<file path="src/rtl/adc_cal_pkg.sv">
// Shared types and helpers for the ADC IDELAY calibration sequencer.
package adc_cal_pkg;

  localparam int NLANES = 28;
  localparam int NTAPS  = 32;

  typedef enum logic [2:0] {
    S_IDLE, S_WAIT_RDY, S_SETTLE, S_CHECK, S_STEP, S_EVAL, S_APPLY, S_DONE
  } cal_state_e;

  typedef struct packed {
    logic [1:0] ch;
    logic [2:0] lbit;
  } lane_loc_t;

  // Lane 7c+b lives on channel c, bit pair b.
  function automatic lane_loc_t lane_loc(input int lane);
    lane_loc_t loc;
    loc.ch   = 2'(lane / 7);
    loc.lbit = 3'(lane % 7);
    return loc;
  endfunction

  function automatic logic [13:0] raw_code(input logic [13:0] word);
    return {word[13], ~word[12:0]};
  endfunction

endpackage

</file>
<file path="src/rtl/adc_cal_window_finder.sv">
// Sequential longest-run scanner over one 32-tap pass map; one tap per cycle,
// lowest start wins on ties, runs do not wrap from tap 31 to tap 0.
module adc_cal_window_finder
  import adc_cal_pkg::*;
(
  input  logic             clk,
  input  logic             rst,
  input  logic             start_i,
  input  logic [NTAPS-1:0] map_i,
  output logic             done_o,
  output logic [4:0]       start_o,
  output logic [5:0]       len_o,
  output logic [4:0]       center_o
);

  logic [NTAPS-1:0] map_q, map_d;
  logic [4:0]       idx_q, idx_d, run_start_q, run_start_d, best_start_q, best_start_d;
  logic [5:0]       run_len_q, run_len_d, best_len_q, best_len_d;
  logic             busy_q, busy_d, done_q, done_d;

  always_comb begin
    map_d        = map_q;
    idx_d        = idx_q;
    run_start_d  = run_start_q;
    run_len_d    = run_len_q;
    best_start_d = best_start_q;
    best_len_d   = best_len_q;
    busy_d       = busy_q;
    done_d       = 1'b0;
    if (start_i) begin
      map_d        = map_i;
      idx_d        = '0;
      run_start_d  = '0;
      run_len_d    = '0;
      best_start_d = '0;
      best_len_d   = '0;
      busy_d       = 1'b1;
    end else if (busy_q) begin
      if (map_q[idx_q]) begin
        run_len_d   = run_len_q + 6'd1;
        run_start_d = (run_len_q == 6'd0) ? idx_q : run_start_q;
        // Strict compare keeps the earliest run when lengths tie.
        if (run_len_d > best_len_q) begin
          best_len_d   = run_len_d;
          best_start_d = run_start_d;
        end
      end else begin
        run_len_d = '0;
      end
      idx_d = idx_q + 5'd1;
      if (idx_q == 5'(NTAPS - 1)) begin
        busy_d = 1'b0;
        done_d = 1'b1;
      end
    end
  end

  always_ff @(posedge clk) begin
    if (rst) begin
      map_q        <= '0;
      idx_q        <= '0;
      run_start_q  <= '0;
      run_len_q    <= '0;
      best_start_q <= '0;
      best_len_q   <= '0;
      busy_q       <= 1'b0;
      done_q       <= 1'b0;
    end else begin
      map_q        <= map_d;
      idx_q        <= idx_d;
      run_start_q  <= run_start_d;
      run_len_q    <= run_len_d;
      best_start_q <= best_start_d;
      best_len_q   <= best_len_d;
      busy_q       <= busy_d;
      done_q       <= done_d;
    end
  end

  assign done_o   = done_q;
  assign start_o  = best_start_q;
  assign len_o    = best_len_q;
  assign center_o = best_start_q + 5'((best_len_q - 6'd1) >> 1);

endmodule

</file>
<file path="src/rtl/axis_adc_idelay_cal.sv">
// IDELAY calibration sequencer: sweeps all 28 lanes through 32 taps, then
// steps each lane to the centre of its longest passing window.
//   state    | meaning                    state   | meaning
//   IDLE     | waiting for start          STEP    | one all-lanes CE beat
//   WAIT_RDY | wait for IDELAYCTRL        EVAL    | window search per lane
//   SETTLE   | let the new tap settle     APPLY   | CE beats toward centre
//   CHECK    | compare valid samples      DONE    | results held
module axis_adc_idelay_cal
  import adc_cal_pkg::*;
#(
  parameter int INIT_TAP      = 4,
  parameter int SETTLE_CYCLES = 16,
  parameter int SAMPLE_CYCLES = 64,
  parameter int MIN_WINDOW    = 4
) (
  input  logic        aclk,
  input  logic        areset,
  input  logic        start,
  input  logic [13:0] pattern,
  input  logic        idelay_ctrl_rdy,
  input  logic [63:0] s_axis_tdata,
  input  logic        s_axis_tvalid,
  output logic [27:0] m_axis_tdata,
  output logic        m_axis_tvalid,
  input  logic        m_axis_tready,
  output logic        busy,
  output logic        done,
  output logic        fail,
  input  logic [4:0]  sts_lane,
  output logic [4:0]  sts_tap,
  output logic [5:0]  sts_width
);

  cal_state_e  state_q, state_d;
  logic [7:0]  cnt_q, cnt_d;
  logic [4:0]  shadow_q, shadow_d, lane_q, lane_d;
  logic [5:0]  nbeat_q, nbeat_d;
  logic        mtvalid_q, mtvalid_d, done_q, done_d, fail_q, fail_d, wf_start_q, wf_start_d;
  logic [27:0] mtdata_q, mtdata_d, mism_q, mism_d;
  logic        pass_we, rec_we, dec_en;

  logic [31:0] pass_q  [NLANES];
  logic [4:0]  delta_q [NLANES];
  logic [4:0]  tap_q   [NLANES];
  logic [5:0]  width_q [NLANES];
  logic [4:0]  sts_tap_q;
  logic [5:0]  sts_width_q;

  logic [13:0] raw_ch [4];
  logic [27:0] sample_mm, apply_mask;
  logic        wf_done;
  logic [4:0]  wf_center, wf_start_unused, rec_delta, rec_tap;
  logic [5:0]  wf_len;
  logic        unused_bits;

  for (genvar c = 0; c < 4; c++) begin : g_ch
    assign raw_ch[c] = raw_code(s_axis_tdata[16*c +: 14]);
  end

  for (genvar l = 0; l < NLANES; l++) begin : g_lane
    localparam lane_loc_t LOC = lane_loc(l);
    assign sample_mm[l]  = raw_ch[LOC.ch][2*LOC.lbit +: 2] != pattern[2*LOC.lbit +: 2];
    assign apply_mask[l] = delta_q[l] != 5'd0;
  end

  assign unused_bits = ^{s_axis_tdata[63:62], s_axis_tdata[47:46],
                         s_axis_tdata[31:30], s_axis_tdata[15:14], wf_start_unused};

  adc_cal_window_finder u_finder (
    .clk      (aclk),
    .rst      (areset),
    .start_i  (wf_start_q),
    .map_i    (pass_q[lane_q]),
    .done_o   (wf_done),
    .start_o  (wf_start_unused),
    .len_o    (wf_len),
    .center_o (wf_center)
  );

  // An empty window leaves the lane parked at its reset tap.
  assign rec_delta = (wf_len == 6'd0) ? 5'd0 : wf_center - 5'(INIT_TAP);
  assign rec_tap   = (wf_len == 6'd0) ? 5'(INIT_TAP) : wf_center;

  always_comb begin
    state_d    = state_q;
    cnt_d      = cnt_q;
    shadow_d   = shadow_q;
    lane_d     = lane_q;
    nbeat_d    = nbeat_q;
    mtvalid_d  = mtvalid_q;
    mtdata_d   = mtdata_q;
    done_d     = done_q;
    fail_d     = fail_q;
    mism_d     = mism_q;
    wf_start_d = 1'b0;
    pass_we    = 1'b0;
    rec_we     = 1'b0;
    dec_en     = 1'b0;
    unique case (state_q)
      S_IDLE, S_DONE: if (start) begin
        state_d  = S_WAIT_RDY;
        shadow_d = 5'(INIT_TAP);
        nbeat_d  = '0;
        done_d   = 1'b0;
        fail_d   = 1'b0;
      end
      S_WAIT_RDY: if (idelay_ctrl_rdy) begin
        state_d = S_SETTLE;
        cnt_d   = 8'(SETTLE_CYCLES - 1);
      end
      S_SETTLE: if (cnt_q == 8'd0) begin
        state_d = S_CHECK;
        cnt_d   = 8'(SAMPLE_CYCLES - 1);
        mism_d  = '0;
      end else begin
        cnt_d = cnt_q - 8'd1;
      end
      S_CHECK: if (s_axis_tvalid) begin
        mism_d = mism_q | sample_mm;
        if (cnt_q == 8'd0) begin
          pass_we   = 1'b1;
          state_d   = S_STEP;
          mtvalid_d = 1'b1;
          mtdata_d  = '1;
        end else begin
          cnt_d = cnt_q - 8'd1;
        end
      end
      S_STEP: if (mtvalid_q && m_axis_tready) begin
        mtvalid_d = 1'b0;
        mtdata_d  = '0;
        shadow_d  = shadow_q + 5'd1;
        nbeat_d   = nbeat_q + 6'd1;
        if (nbeat_q == 6'(NTAPS - 1)) begin
          state_d    = S_EVAL;
          lane_d     = '0;
          wf_start_d = 1'b1;
        end else begin
          state_d = S_SETTLE;
          cnt_d   = 8'(SETTLE_CYCLES - 1);
        end
      end
      S_EVAL: if (wf_done) begin
        rec_we = 1'b1;
        if (wf_len < 6'(MIN_WINDOW)) fail_d = 1'b1;
        if (lane_q == 5'(NLANES - 1)) begin
          state_d = S_APPLY;
        end else begin
          lane_d     = lane_q + 5'd1;
          wf_start_d = 1'b1;
        end
      end
      S_APPLY: if (mtvalid_q) begin
        if (m_axis_tready) begin
          dec_en    = 1'b1;
          mtvalid_d = 1'b0;
          mtdata_d  = '0;
        end
      end else if (apply_mask == '0) begin
        state_d = S_DONE;
        done_d  = 1'b1;
      end else begin
        mtvalid_d = 1'b1;
        mtdata_d  = apply_mask;
      end
      default: state_d = S_IDLE;
    endcase
  end

  always_ff @(posedge aclk) begin
    if (areset) begin
      state_q    <= S_IDLE;
      cnt_q      <= '0;
      shadow_q   <= '0;
      lane_q     <= '0;
      nbeat_q    <= '0;
      mtvalid_q  <= 1'b0;
      mtdata_q   <= '0;
      done_q     <= 1'b0;
      fail_q     <= 1'b0;
      mism_q     <= '0;
      wf_start_q <= 1'b0;
    end else begin
      state_q    <= state_d;
      cnt_q      <= cnt_d;
      shadow_q   <= shadow_d;
      lane_q     <= lane_d;
      nbeat_q    <= nbeat_d;
      mtvalid_q  <= mtvalid_d;
      mtdata_q   <= mtdata_d;
      done_q     <= done_d;
      fail_q     <= fail_d;
      mism_q     <= mism_d;
      wf_start_q <= wf_start_d;
    end
  end

  always_ff @(posedge aclk) begin
    if (areset) begin
      for (int l = 0; l < NLANES; l++) begin
        pass_q[l]  <= '0;
        delta_q[l] <= '0;
        tap_q[l]   <= '0;
        width_q[l] <= '0;
      end
      sts_tap_q   <= '0;
      sts_width_q <= '0;
    end else begin
      if (pass_we) begin
        for (int l = 0; l < NLANES; l++) pass_q[l][shadow_q] <= ~mism_d[l];
      end
      if (rec_we) begin
        delta_q[lane_q] <= rec_delta;
        tap_q[lane_q]   <= rec_tap;
        width_q[lane_q] <= wf_len;
      end
      if (dec_en) begin
        for (int l = 0; l < NLANES; l++) begin
          if (mtdata_q[l]) delta_q[l] <= delta_q[l] - 5'd1;
        end
      end
      sts_tap_q   <= (sts_lane < 5'(NLANES)) ? tap_q[sts_lane] : '0;
      sts_width_q <= (sts_lane < 5'(NLANES)) ? width_q[sts_lane] : '0;
    end
  end

  assign m_axis_tvalid = mtvalid_q;
  assign m_axis_tdata  = mtdata_q;
  assign busy          = (state_q != S_IDLE) && (state_q != S_DONE);
  assign done          = done_q;
  assign fail          = fail_q;
  assign sts_tap       = sts_tap_q;
  assign sts_width     = sts_width_q;

endmodule

</file>
<file path="config.mk">
export PLATFORM = sky130hd
export DESIGN_NAME = axis_adc_idelay_cal
export DESIGN_NICKNAME = d
export VERILOG_FILES = /design/src/rtl/adc_cal_pkg.sv /design/src/rtl/adc_cal_window_finder.sv /design/src/rtl/axis_adc_idelay_cal.sv
export SDC_FILE = /design/constraint.sdc
export NUM_CORES = 2
export LEC_CHECK = 0
export ABC_AREA = 0
export CORE_MARGIN = 10
export CORE_UTILIZATION = 25
export DETAILED_ROUTE_END_ITERATION = 6
export GPL_TIMING_DRIVEN = 0
export PLACE_DENSITY_LB_ADDON = 0.15
export SYNTH_ARGS = -nofsm -noshare
export SYNTH_HDL_FRONTEND = slang
export SYNTH_SLANG_ARGS = --single-unit
export TNS_END_PERCENT = 100
</file>
<file path="constraint.sdc">
create_clock -name aclk -period 3.4 [get_ports aclk]
set_clock_uncertainty 0.2 [all_clocks]
set_input_delay 0.34 -clock aclk [delete_from_list [all_inputs] [get_ports aclk]]
set_output_delay 0.34 -clock aclk [all_outputs]
set_load 0.02 [all_outputs]
</file>
==> metrics.cfg <==
[synthesis]
synth_ff_type=edfxtp_1
synth_edf_count=1388
post-synth-top-area-cell=edfxtp_1
synth_cell_types=77
ys_ff_latch=1547
syn_area_per_cell_sq_um=14.18
synth.most_common_cell=edfxtp_1
synth_area_sq_um=67930
syn_nets=4963
yosysSeqAreaShare=0.6604
synthCells=4790
ys_top_cells_by_area=edfxtp_1 61%, mux4_2 11%, nor2_1 5.9%, dfxtp_1 4.7%, ha_1 1.5%
yosysTopAreaCellShare=0.6135
async_reset_ff_frac=0
synth_top_cells_by_count=1388 x edfxtp_1, 1059 x nor2_1, 329 x mux4_2, 234 x clkbuf_1, 232 x nand2_1
yosys_warnings=0

[power_and_ir_drop]
internal_power_mw=33.95
netSwitchingFraction=0.2508
combPwrFrac=0.089
power.density_nw_per_um2=554.2
clockPowerShare=0.424
p_sw_mw=11.36
vdd_drop_max_v=0.0003922
p_leak_nw=27.83
share_seq_of_total_power=0.487

[run_status]
status=complete, but fails checks
violations=setup timing

[global_routing]
grt_overflow_total=0
grtUsageTotal=0.1764
antenna_found_initial=18
grt_pass1_vias=43690
grt_pass1_wl_mm=365.6
grt_start_max_net_pins=29

[critical_path]
crit_end=u_finder.map_q[24]$_SDFFE_PP0P_
critPathRequiredTime_ns=3.89
r2r-start=lane_q[1]$_SDFFE_PP0P_
max_stage_delay_ns=0.49
end_kind=flip-flop
cp_cell_sequence=buf_6, buf_2, clkbuf_4, mux4_2, mux2i_1, o2111ai_1, a21oi_2, nor3_1
cp_data_arrival_time_ns=3.94
r2r_setup_slack_ns=-0.05
rr_endpoint=u_finder.map_q[24]$_SDFFE_PP0P_
start_kind=flip-flop
worstSetupPathType=flip-flop to flip-flop
cp_slowest_cell=dfxtp_2
r2r_cells=8
worstPathMaxFanout=10
critical_path.startpoint=lane_q[1]$_SDFFE_PP0P_

[final_layout]
areaGrowthSynthToFinish_pct=20.36
seq_area_sq_um=44880
fin_cells=8833
multi_input_area_sq_um=22640
fill_cells=27340
finalNetCount=5294
drive_above_1_share=0.2153

[timing]
finalHoldViolCount=0
timing.final.ws_setup_ns=-0.05391
rsz0062_at_grt=yes
fin_crit_ns=3.454
fin_crit_sh=1.016
tightest_slew_ns=1.249
hold_slack_ns=0.09317
max_slew_margin=0.1675
timing.fmax_mhz=289.5
setup_viol=6
drv_slew=0

[die]
die_w_um=541.3
coreArea_sq_um=270500
initial_core_util=0.2511
rows=191
io_pins=132
die_h_um=541.3
die_area_sq_um=293000

[cts]
ctsHoldBuffers=0
htreeDepth=4
numCtsBuffers=183
clk_latency_ns=0.89
clkTransAtPathRegs_ns=0.06
cts.sinks=1547
clockBufferDepth=4
cts_tree=done
cts_root_buffer=clkbuf_16

[route]
first_iter_violations=4445
num_vias=43390
vias_per_cell=4.912
firstDrtPassIters=7
wl_mm=267.3
drc=0
ant_nets=0
wl_per_cell_um=30.26

[place]
dpl.hpwl_mm=184.2
io_buffers=111
dp.cells=8491
place_congestion=0.8164

[min_path]
min_path_type=primary input to flip-flop

[job]
maxCapViolations=0

state kept, by name, summed over array words and instances (netlist names), 8 cells and up:
signal / count
width_q: 192
u_finder.map_q: 32
delta_q: 140
cnt_q: 8
pass_q: 896
tap_q: 160
mism_q: 28
m_axis_tdata: 28
stage by stage:
step | total power, mW | TNS (ns) | utilization | worst slack [ns] | instance area, sq um
2_1_floorplan | 24.30 | 0 | - | 0.06217 | 67940
6_report | 45.32 | -0.1486 | 0.3022 | -0.05391 | 81760
5_1_grt | 46.66 | -0.03730 | 0.3022 | -0.01530 | 81750
3_3_place_gp | 26.28 | -3975.56 | 0.2717 | -3.816 | 73510
3_5_place_dp | 26.38 | -2708.22 | 0.2736 | -2.372 | 74010
4_1_cts | 45.62 | -125.76 | 0.2998 | -0.2676 | 81110
cell families after synthesis:
logic type / count (synthesis) / share of synthesized area
fa+ha+maj: 84 / 0.01558
flops: 1547 / 0.6604
mux: 424 / 0.1232
buf+inv: 471 / 0.02847
simple gates: 1617 / 0.1011
xor+xnor: 164 / 0.02137
compound gates: 483 / 0.04982
layout by cell type (no fill, tap or decap), types with 48 or more instances in the layout:
master	netlist	final
a21oi_1	72	60
buf_2	88	61
buf_4	13	48
clkbuf_1	234	148
clkbuf_16	0	191
clkbuf_2	0	72
clkbuf_4	0	48
clkdlybuf4s50_1	0	110
dfxtp_1	159	152
edfxtp_1	1388	1388
ha_1	83	80
inv_1	90	86
mux2i_1	86	86
mux4_2	329	329
nand2_1	232	161
nand3_1	60	56
nor2_1	1059	1040
nor3_1	78	68
o21ai_0	50	50
o22ai_1	116	116
xnor2_1	101	100
xor2_1	62	59
area by class of cell:
class | instances | share of cell area
tap | 3570 | 0.05463
clock inverter | 91 | 0.009304
timing repair buffer | 147 | 0.01966
sequential | 1547 | 0.5489
multi-input combinational | 2778 | 0.2769
inverter | 90 | 0.004162
clock buffer | 230 | 0.05931
buffer | 374 | 0.02695
antenna | 6 | 0.0001836
metal layers:
metal	share of wire	GRT usage	routed length, um	vias up
met3	0.057	0.02955	15220	334
met1	0.43	0.2355	115100	23150
met4	0.026	0.04093	6834	2
li1	-	-	-	18540
met2	0.49	0.2993	130200	1362
met5	0.000049	0	13	-
power by group through the flow:
stage / Clock (mW) / Sequential, mW / Combinational, mW
after detailed placement: 0 / 22.5 / 3.89
after floorplan: 0 / 22.4 / 1.95
final: 19.2 / 22.1 / 4.03
after global placement: 0 / 22.5 / 3.79
after CTS: 19.5 / 22.1 / 4.00
after global routing: 20.3 / 22.2 / 4.24
worst max-delay path: cells and delay by family, from the launching register on:
| family | cells | cell delay (ns) |
|---|---|---|
| muxes | 2 | 0.56 |
| AOI/OAI and AO/OA | 2 | 0.81 |
| and+or+nand+nor | 1 | 0.09 |
| buffers and inverters | 3 | 1.11 |
| DFF | 1 | 0.49 |
how the worst min path moves through the flow:
stage | startpoint | endpoint | slack (ns) | cells past startpoint
floorplan | u_finder.run_start_q[0]$_SDFFE_PP0P_ | u_finder.run_start_q[0]$_SDFFE_PP0P_ | 0.24 | 2
global placement | u_finder.run_start_q[3]$_SDFFE_PP0P_ | u_finder.run_start_q[3]$_SDFFE_PP0P_ | 0.24 | 2
detailed placement | u_finder.run_start_q[3]$_SDFFE_PP0P_ | u_finder.run_start_q[3]$_SDFFE_PP0P_ | 0.26 | 2
CTS | sts_lane[4] | sts_width[3]$_SDFF_PP0_ | 0.03 | 3
global route | sts_lane[4] | sts_width[3]$_SDFF_PP0_ | 0.1 | 3
finish | pattern[8] | mism_q[25]$_SDFF_PP0_ | 0.09 | 5
timing repair:
action / 4_1_cts / 5_1_grt
endpoints found under the setup margin: 2577 / 1886
setup buffers: 11 / 3
gates resized for setup: 419 / 199
cloned: 7 / 1
hold endpoints to repair: 0 / 0
pin swaps: 7 / 3
Power figures use the tool's default switching activity.
